[src/rtl/rom_pkg.sv]
// -----------------------------------------------------------------------------
// rom_pkg
// Shared definitions for the program ROM / boot loader slice.
//   rom_state_t   : loader FSM state encoding (IDLE, LOAD, RUN)
//   ROM_DEPTH     : default number of instruction words
//   ROM_WIDTH     : default instruction word width
//   instr_t       : instruction word at the default width
// -----------------------------------------------------------------------------
package rom_pkg;

   localparam int ROM_DEPTH = 16;
   localparam int ROM_WIDTH = 8;

   typedef logic [ROM_WIDTH-1:0] instr_t;

   typedef enum logic [1:0] {
      IDLE = 2'd0,
      LOAD = 2'd1,
      RUN  = 2'd2
   } rom_state_t;

endpackage

[src/rtl/rom_array.sv]
// -----------------------------------------------------------------------------
// rom_array
// DEPTH x WIDTH register file backing the CPU program memory.
// Ports:
//   clk    in   system clock
//   clr    in   synchronous clear of every word (wins over a write)
//   we     in   write enable
//   waddr  in   write address
//   wdata  in   write data
//   raddr  in   read address
//   rdata  out  word at raddr, combinational
// -----------------------------------------------------------------------------
module rom_array
   import rom_pkg::*;
#(
   parameter int DEPTH  = ROM_DEPTH,
   parameter int WIDTH  = ROM_WIDTH,
   parameter int ADDR_W = $clog2(DEPTH)
) (
   input  logic              clk,
   input  logic              clr,
   input  logic              we,
   input  logic [ADDR_W-1:0] waddr,
   input  logic [WIDTH-1:0]  wdata,
   input  logic [ADDR_W-1:0] raddr,
   output logic [WIDTH-1:0]  rdata
);

   logic [WIDTH-1:0] mem [DEPTH];

   always_ff @(posedge clk) begin
      if (clr) begin
         for (int i = 0; i < DEPTH; i++) begin
            mem[i] <= '0;
         end
      end else if (we) begin
         mem[waddr] <= wdata;
      end
   end

   assign rdata = mem[raddr];

endmodule

[src/rtl/rom_loader.sv]
// -----------------------------------------------------------------------------
// rom_loader
// Program memory and boot loader for the 4-bit CPU. Accepts a program image
// over a valid/ready byte stream, holds the CPU in reset while loading and
// releases it on the edge that accepts the final byte. The CPU fetches
// combinationally through addr/data in every state.
// Ports:
//   clk          in   system clock (rising edge)
//   reset        in   synchronous active-high reset
//   load_req     in   request to (re)load the image (honoured in IDLE/RUN)
//   ld_valid     in   loader byte valid
//   ld_data      in   loader byte
//   ld_last      in   final byte of the image
//   ld_ready     out  byte accepted this cycle when valid (high in LOAD)
//   addr         in   CPU fetch address
//   data         out  instruction at addr, combinational
//   cpu_n_reset  out  active-low CPU reset, released only in RUN
//   loading      out  high in LOAD
//   ovf          out  sticky: DEPTH words written without ld_last
//   csum         out  running byte sum of the image
// Configuration:
//   ROM_LOADER_CSUM_EN  when defined, csum is a live register; otherwise the
//                       port is tied to zero and no sum register exists.
// -----------------------------------------------------------------------------
module rom_loader
   import rom_pkg::*;
#(
   parameter int DEPTH  = ROM_DEPTH,
   parameter int WIDTH  = ROM_WIDTH,
   parameter int ADDR_W = $clog2(DEPTH)
) (
   input  logic              clk,
   input  logic              reset,
   input  logic              load_req,
   input  logic              ld_valid,
   input  logic [WIDTH-1:0]  ld_data,
   input  logic              ld_last,
   output logic              ld_ready,
   input  logic [ADDR_W-1:0] addr,
   output logic [WIDTH-1:0]  data,
   output logic              cpu_n_reset,
   output logic              loading,
   output logic              ovf,
   output logic [WIDTH-1:0]  csum
);

   localparam logic [1:0] ST_IDLE = IDLE;
   localparam logic [1:0] ST_LOAD = LOAD;
   localparam logic [1:0] ST_RUN  = RUN;

   localparam logic [ADDR_W-1:0] LAST_ADDR = ADDR_W'(DEPTH - 1);

   logic [1:0]        state;
   logic [ADDR_W-1:0] wptr;
   logic              in_load;
   logic              xfer;
   logic              load_entry;
   logic              mem_clr;

   assign in_load    = (state == ST_LOAD);
   assign xfer       = ld_valid & in_load;
   // load_req only matters outside LOAD; IDLE and RUN share the entry path.
   assign load_entry = load_req & ((state == ST_IDLE) | (state == ST_RUN));
   assign mem_clr    = reset | load_entry;

   assign ld_ready    = in_load;
   assign loading     = in_load;
   assign cpu_n_reset = (state == ST_RUN);

   always_ff @(posedge clk) begin
      if (reset) begin
         state <= ST_IDLE;
         wptr  <= '0;
         ovf   <= 1'b0;
      end else begin
         case (state)
            ST_IDLE, ST_RUN: begin
               if (load_req) begin
                  state <= ST_LOAD;
                  wptr  <= '0;
                  ovf   <= 1'b0;
               end
            end
            ST_LOAD: begin
               if (xfer) begin
                  wptr <= wptr + 1'b1;
                  if (ld_last) begin
                     // ld_last takes priority: a full image that ends
                     // exactly at the last word is not an overflow.
                     state <= ST_RUN;
                  end else if (wptr == LAST_ADDR) begin
                     state <= ST_RUN;
                     ovf   <= 1'b1;
                  end
               end
            end
            default: state <= ST_IDLE;
         endcase
      end
   end

`ifdef ROM_LOADER_CSUM_EN
   logic [WIDTH-1:0] csum_q;

   always_ff @(posedge clk) begin
      if (mem_clr) begin
         csum_q <= '0;
      end else if (xfer) begin
         csum_q <= csum_q + ld_data;
      end
   end

   assign csum = csum_q;
`else
   assign csum = '0;
`endif

   rom_array #(
      .DEPTH  (DEPTH),
      .WIDTH  (WIDTH),
      .ADDR_W (ADDR_W)
   ) u_array (
      .clk   (clk),
      .clr   (mem_clr),
      .we    (xfer),
      .waddr (wptr),
      .wdata (ld_data),
      .raddr (addr),
      .rdata (data)
   );

endmodule

[config.mk]
export PLATFORM = sky130hd
export DESIGN_NAME = rom_loader
export DESIGN_NICKNAME = d
export VERILOG_FILES = /design/src/rtl/rom_pkg.sv /design/src/rtl/rom_array.sv /design/src/rtl/rom_loader.sv
export SDC_FILE = /design/constraint.sdc
export NUM_CORES = 1
export LEC_CHECK = 0
export ABC_AREA = 1
export BUFFER_PORTS_ARGS = -buffer_cell sky130_fd_sc_hd__buf_2
export CAP_MARGIN = 20
export CORE_MARGIN = 3
export CORE_UTILIZATION = 30
export DETAILED_ROUTE_END_ITERATION = 8
export PLACE_DENSITY = 0.46
export SLEW_MARGIN = 40
export SYNTH_ARGS = -nofsm -noshare
export SYNTH_HDL_FRONTEND = slang
export SYNTH_SLANG_ARGS = --single-unit
[constraint.sdc]
create_clock -name clk -period 2.8 [get_ports clk]
set_clock_uncertainty 0.2 [all_clocks]
set_input_delay 0.28 -clock clk [delete_from_list [all_inputs] [get_ports clk]]
set_output_delay 0.28 -clock clk [all_outputs]
set_load 0.005 [all_outputs]
==> results_tabular.tex <==
\begin{tabular}{lr}
\hline
Metric & Value \\
\hline
\multicolumn{2}{l}{\textbf{Status}} \\
Run status & completed \\
\multicolumn{2}{l}{\textbf{Yosys}} \\
Number of library cell types mapped by synthesis & 21 \\
Share of synthesized registers carrying an async set or reset & 0\% \\
Number of enable-type register cells in the synthesized netlist & 128 \\
Total standard cell area after synthesis & 0.006769 mm² \\
Ranking of synthesized cells by area & sky130\_fd\_sc\_hd\_\_edfxtp\_1 (57\%), sky130\_fd\_sc\_hd\_\_nand2\_1 (11\%), sky130\_fd\_sc\_hd\_\_nor2\_1 (7.5\%) \\
Post-synthesis sequential area ratio & 58.85\% \\
Post-synthesis cell type with the largest combined area & sky130\_fd\_sc\_hd\_\_edfxtp\_1 \\
Most used flip-flop cell after synthesis & sky130\_fd\_sc\_hd\_\_edfxtp\_1 \\
Dominant cell by count in the synthesized netlist & sky130\_fd\_sc\_hd\_\_nand2\_1 \\
Mean post-synth cell area & 8.734 µm² \\
Synthesis-stage register bit count & 135 \\
Synthesis Warnings & 0 \\
Portion of synthesized cell area occupied by the leading cell type & 56.78\% \\
Cells after Synth & 775 \\
Synth top cells by count & sky130\_fd\_sc\_hd\_\_nand2\_1 (195), sky130\_fd\_sc\_hd\_\_nor2\_1 (135), sky130\_fd\_sc\_hd\_\_edfxtp\_1 (128), sky130\_fd\_sc\_hd\_\_inv\_1 (123), sky130\_fd\_sc\_hd\_\_nand3\_1 (100) \\
\multicolumn{2}{l}{\textbf{Worst setup path}} \\
Crit Path Max Fanout & 9 \\
Number of buffer and inverter instances along the worst setup path & 1 \\
Critical Path, Cell by Cell & nand2\_1 -> inv\_1 -> nand3\_4 -> nor2\_4 -> nand2\_4 -> nand2\_1 \\
Critical path capture point type & flip-flop \\
Register-to-Register Path Depth & 6 \\
Reg2Reg Setup Slack & 0.50 ns \\
Slowest library cell on the worst path & sky130\_fd\_sc\_hd\_\_dfxtp\_1 \\
Cell family with most CP delay & simple AND/OR/NAND/NOR gates \\
Startpoint of the most critical register-to-register path & state[0] \\
Worst setup path class & reg2reg \\
Crit path top cell by count & sky130\_fd\_sc\_hd\_\_nand2\_1 \\
Capture point of the worst reg-to-reg path & u\_array.mem[9][1] \\
Instance count on the critical path & 6 \\
Critical Path RT & 2.69 ns \\
Startpoint type of the worst setup path & flip-flop \\
Critical Path Max Stage Delay & 0.40 ns \\
Data arrival time of the critical path & 2.19 ns \\
\multicolumn{2}{l}{\textbf{Floorplanning}} \\
Y dimension of the die & 156.2 µm \\
Number of standard-cell rows in the floorplan & 54 \\
Die Area & 0.02440 mm² \\
Top-Level Pins & 37 \\
Die X-Extent & 156.2 µm \\
Area of the placeable core & 0.02203 mm² \\
Initial cell density of the core & 30.73\% \\
\multicolumn{2}{l}{\textbf{Detailed routing}} \\
DRC violation total after the first TritonRoute iteration & 303 \\
Detail-routed via count per cell & 4.531 \\
Drt wl/cell & 16.56 µm \\
Final antenna-violating net count & 0 \\
Detailed Routing Iterations Pass 1 & 5 \\
Detailed-route wire length & 18.26 mm \\
Number of design rule violations left after detail routing & 0 \\
Via count & 4998 \\
\multicolumn{2}{l}{\textbf{Power and ir drop}} \\
Switching part of the total & 24.31\% \\
Reg power frac & 45.2\% \\
Fraction of power consumed by the clock network & 45.6\% \\
Worst VDD drop & 0.4477 mV \\
Internal power & 0.003956 W \\
Logic pwr share & 9.1\% \\
Net switching power figure & 0.001271 W \\
Leakage dissipation & 3.698 nW \\
Power density normalized to cell area & 661.3 mW/mm² \\
\multicolumn{2}{l}{\textbf{Clocking}} \\
Clock Latency Late Sink & 0.43 ns \\
Clock H-tree levels & 4 \\
TritonCTS buffer count & 17 \\
Post-CTS resize count & 0 \\
Count of hold-fix buffers inserted at cts & 4 \\
Maximum root-to-sink buffer count & 2 \\
Setup fix buffers added after clock tree synthesis & 0 \\
Clock root buffer & sky130\_fd\_sc\_hd\_\_clkbuf\_16 \\
Clock Pin Slew Worst Setup and Hold Paths & 0.06 ns \\
Sinks on Clock Net & 135 \\
Clock tree from TritonCTS & done \\
\multicolumn{2}{l}{\textbf{Layout}} \\
Layout-stage area growth over the synthesis result & 16.77\% \\
Layout cells sized above 1 & 12.64\% \\
Number of standard cells in the final layout excluding fillers & 1103 \\
Total Nets Final & 831 \\
Diodes inserted & 0 \\
\multicolumn{2}{l}{\textbf{Worst hold path}} \\
Depth of the worst hold-timing path & 6 \\
Destination of the worst hold path & state[0] \\
Hold Path Class & in2reg \\
Start point of the worst min-delay path & ld\_valid \\
\multicolumn{2}{l}{\textbf{STA}} \\
Max Clock Freq & 0.4349 GHz \\
Final TNS setup & 0 ns \\
RSZ-0062 raised after global routing & no \\
Setup violations, final & 0 \\
Post-route minimum period & 2.299 ns \\
Final cycle utilization of the critical path & 82.12\% \\
Number of hold violations in the final report & 0 \\
Worst slew margin & 54.03\% \\
Transition time at the pin with the least slew margin & 0.6888 ns \\
Max-slew violations & 0 \\
\multicolumn{2}{l}{\textbf{Placement}} \\
Number of port buffers & 28 \\
Global placer's final weighted congestion & 0.7873 \\
Placed insts & 1067 \\
Final HPWL DP & 11.81 mm \\
\multicolumn{2}{l}{\textbf{Global route}} \\
Pin count of the biggest net entering global routing & 41 \\
Global route total overflow & 0 \\
First-pass GRT wire length & 28.03 mm \\
Antenna violations before repair & 0 \\
All-layer global routing usage & 15.55\% \\
Number of global-route vias before repair & 4926 \\
\multicolumn{2}{l}{\textbf{Job}} \\
Max-cap violations & 0 \\
\hline
\end{tabular}
==> flip-flops by register name (all words and copies together) (netlist names) <==
| register | flops |
|---|---|
| state | 2 |
| wptr | 4 |
| ovf | 1 |
| u_array.mem | 128 |
==> cells in the final DEF (no fill, tap or decap) <==
cell type	instances
sky130_fd_sc_hd__dfxtp_1	7
sky130_fd_sc_hd__dlygate4sd3_1	4
sky130_fd_sc_hd__buf_4	19
sky130_fd_sc_hd__ha_1	4
sky130_fd_sc_hd__inv_1	123
sky130_fd_sc_hd__buf_2	28
sky130_fd_sc_hd__nand2_2	2
sky130_fd_sc_hd__a21oi_1	6
sky130_fd_sc_hd__nor3_1	1
sky130_fd_sc_hd__nand3_4	1
sky130_fd_sc_hd__inv_6	2
sky130_fd_sc_hd__nand3_1	100
sky130_fd_sc_hd__inv_2	2
sky130_fd_sc_hd__clkinv_2	2
sky130_fd_sc_hd__clkinvlp_4	5
sky130_fd_sc_hd__nor2_1	135
sky130_fd_sc_hd__nor2_4	4
sky130_fd_sc_hd__o21ai_1	1
sky130_fd_sc_hd__bufinv_16	4
sky130_fd_sc_hd__edfxtp_1	128
sky130_fd_sc_hd__clkinv_4	2
sky130_fd_sc_hd__o21ai_0	7
sky130_fd_sc_hd__clkbuf_16	17
sky130_fd_sc_hd__nand2_1	195
sky130_fd_sc_hd__nand2_4	16
sky130_fd_sc_hd__conb_1	8
==> layer usage <==
| layer | wire length, µm | GRT usage (%) | vias to the layer above |
|---|---|---|---|
| li1 | - | - | 2493 |
| met1 | 8454 | 20.88 | 2372 |
| met2 | 8779 | 25.67 | 111 |
| met3 | 737 | 3.236 | 22 |
| met4 | 292 | 4.293 | 0 |
| met5 | 0 | 0 | - |
==> logic make-up after synthesis <==
group	count (synthesis)	synth area share [%]
AOI/OAI and AO/OA	14	1.035
DFF	135	58.85
buffers and inverters	167	9.778
and+or+nand+nor	454	29.54
adders and majority gates	4	0.7394
other	1	0.05540
==> worst min-delay path: stages <==
cell and delay, ns:
sky130_fd_sc_hd__buf_2 0.13, sky130_fd_sc_hd__inv_1 0.07, sky130_fd_sc_hd__nand2_1 0.05, sky130_fd_sc_hd__nand3_1 0.07
sky130_fd_sc_hd__nand2_1 0.04, sky130_fd_sc_hd__inv_1 0.05
==> metrics by stage <==
stage | instance area (µm²) | power (W) | utilization (%) | setup slack (ns) | hold WS, ns
4_1_cts | 7904 | 0.005271 | 35.88 | 0.5090 | 0.08219
2_1_floorplan | 6795 | 0.002706 | - | 0.8757 | 0.2429
6_report | 7904 | 0.005227 | 35.88 | 0.5007 | 0.09610
3_5_place_dp | 7236 | 0.002885 | 32.85 | 0.5334 | 0.2556
3_3_place_gp | 7236 | 0.002886 | 32.85 | 0.5741 | 0.2601
5_1_grt | 7904 | 0.005429 | 35.88 | 0.3712 | 0.1672
==> final cells by class <==
cell class              instances  area [µm²]
fillers                      2336       14120
flip-flops and latches        135        3984
multi-input cells             480        2150
inverters                     125       469.2
clock buffers                  17       425.4
well taps                     280       350.3
repair buffers                 51       322.8
clock inverters                15       202.7
==> power by group through the flow <==
stage | clock network, W | logic, W | registers (W)
floorplan | 0 | 0.000309 | 0.00240
global placement | 0 | 0.000480 | 0.00241
detailed placement | 0 | 0.000477 | 0.00241
CTS | 0.00242 | 0.000485 | 0.00237
global route | 0.00251 | 0.000542 | 0.00238
finish | 0.00239 | 0.000476 | 0.00236
==> worst max path at each step <==
stage	end	from	slack, ns
3_3_place_gp	data[7]	addr[0]	0.57
5_1_grt	u_array.mem[15][3]	state[0]	0.37
2_1_floorplan	u_array.mem[3][0]	state[0]	0.88
4_1_cts	u_array.mem[15][3]	state[0]	0.51
6_report	u_array.mem[9][1]	state[0]	0.50
3_5_place_dp	u_array.mem[9][0]	state[0]	0.53
(Power assumes the default switching activity.)
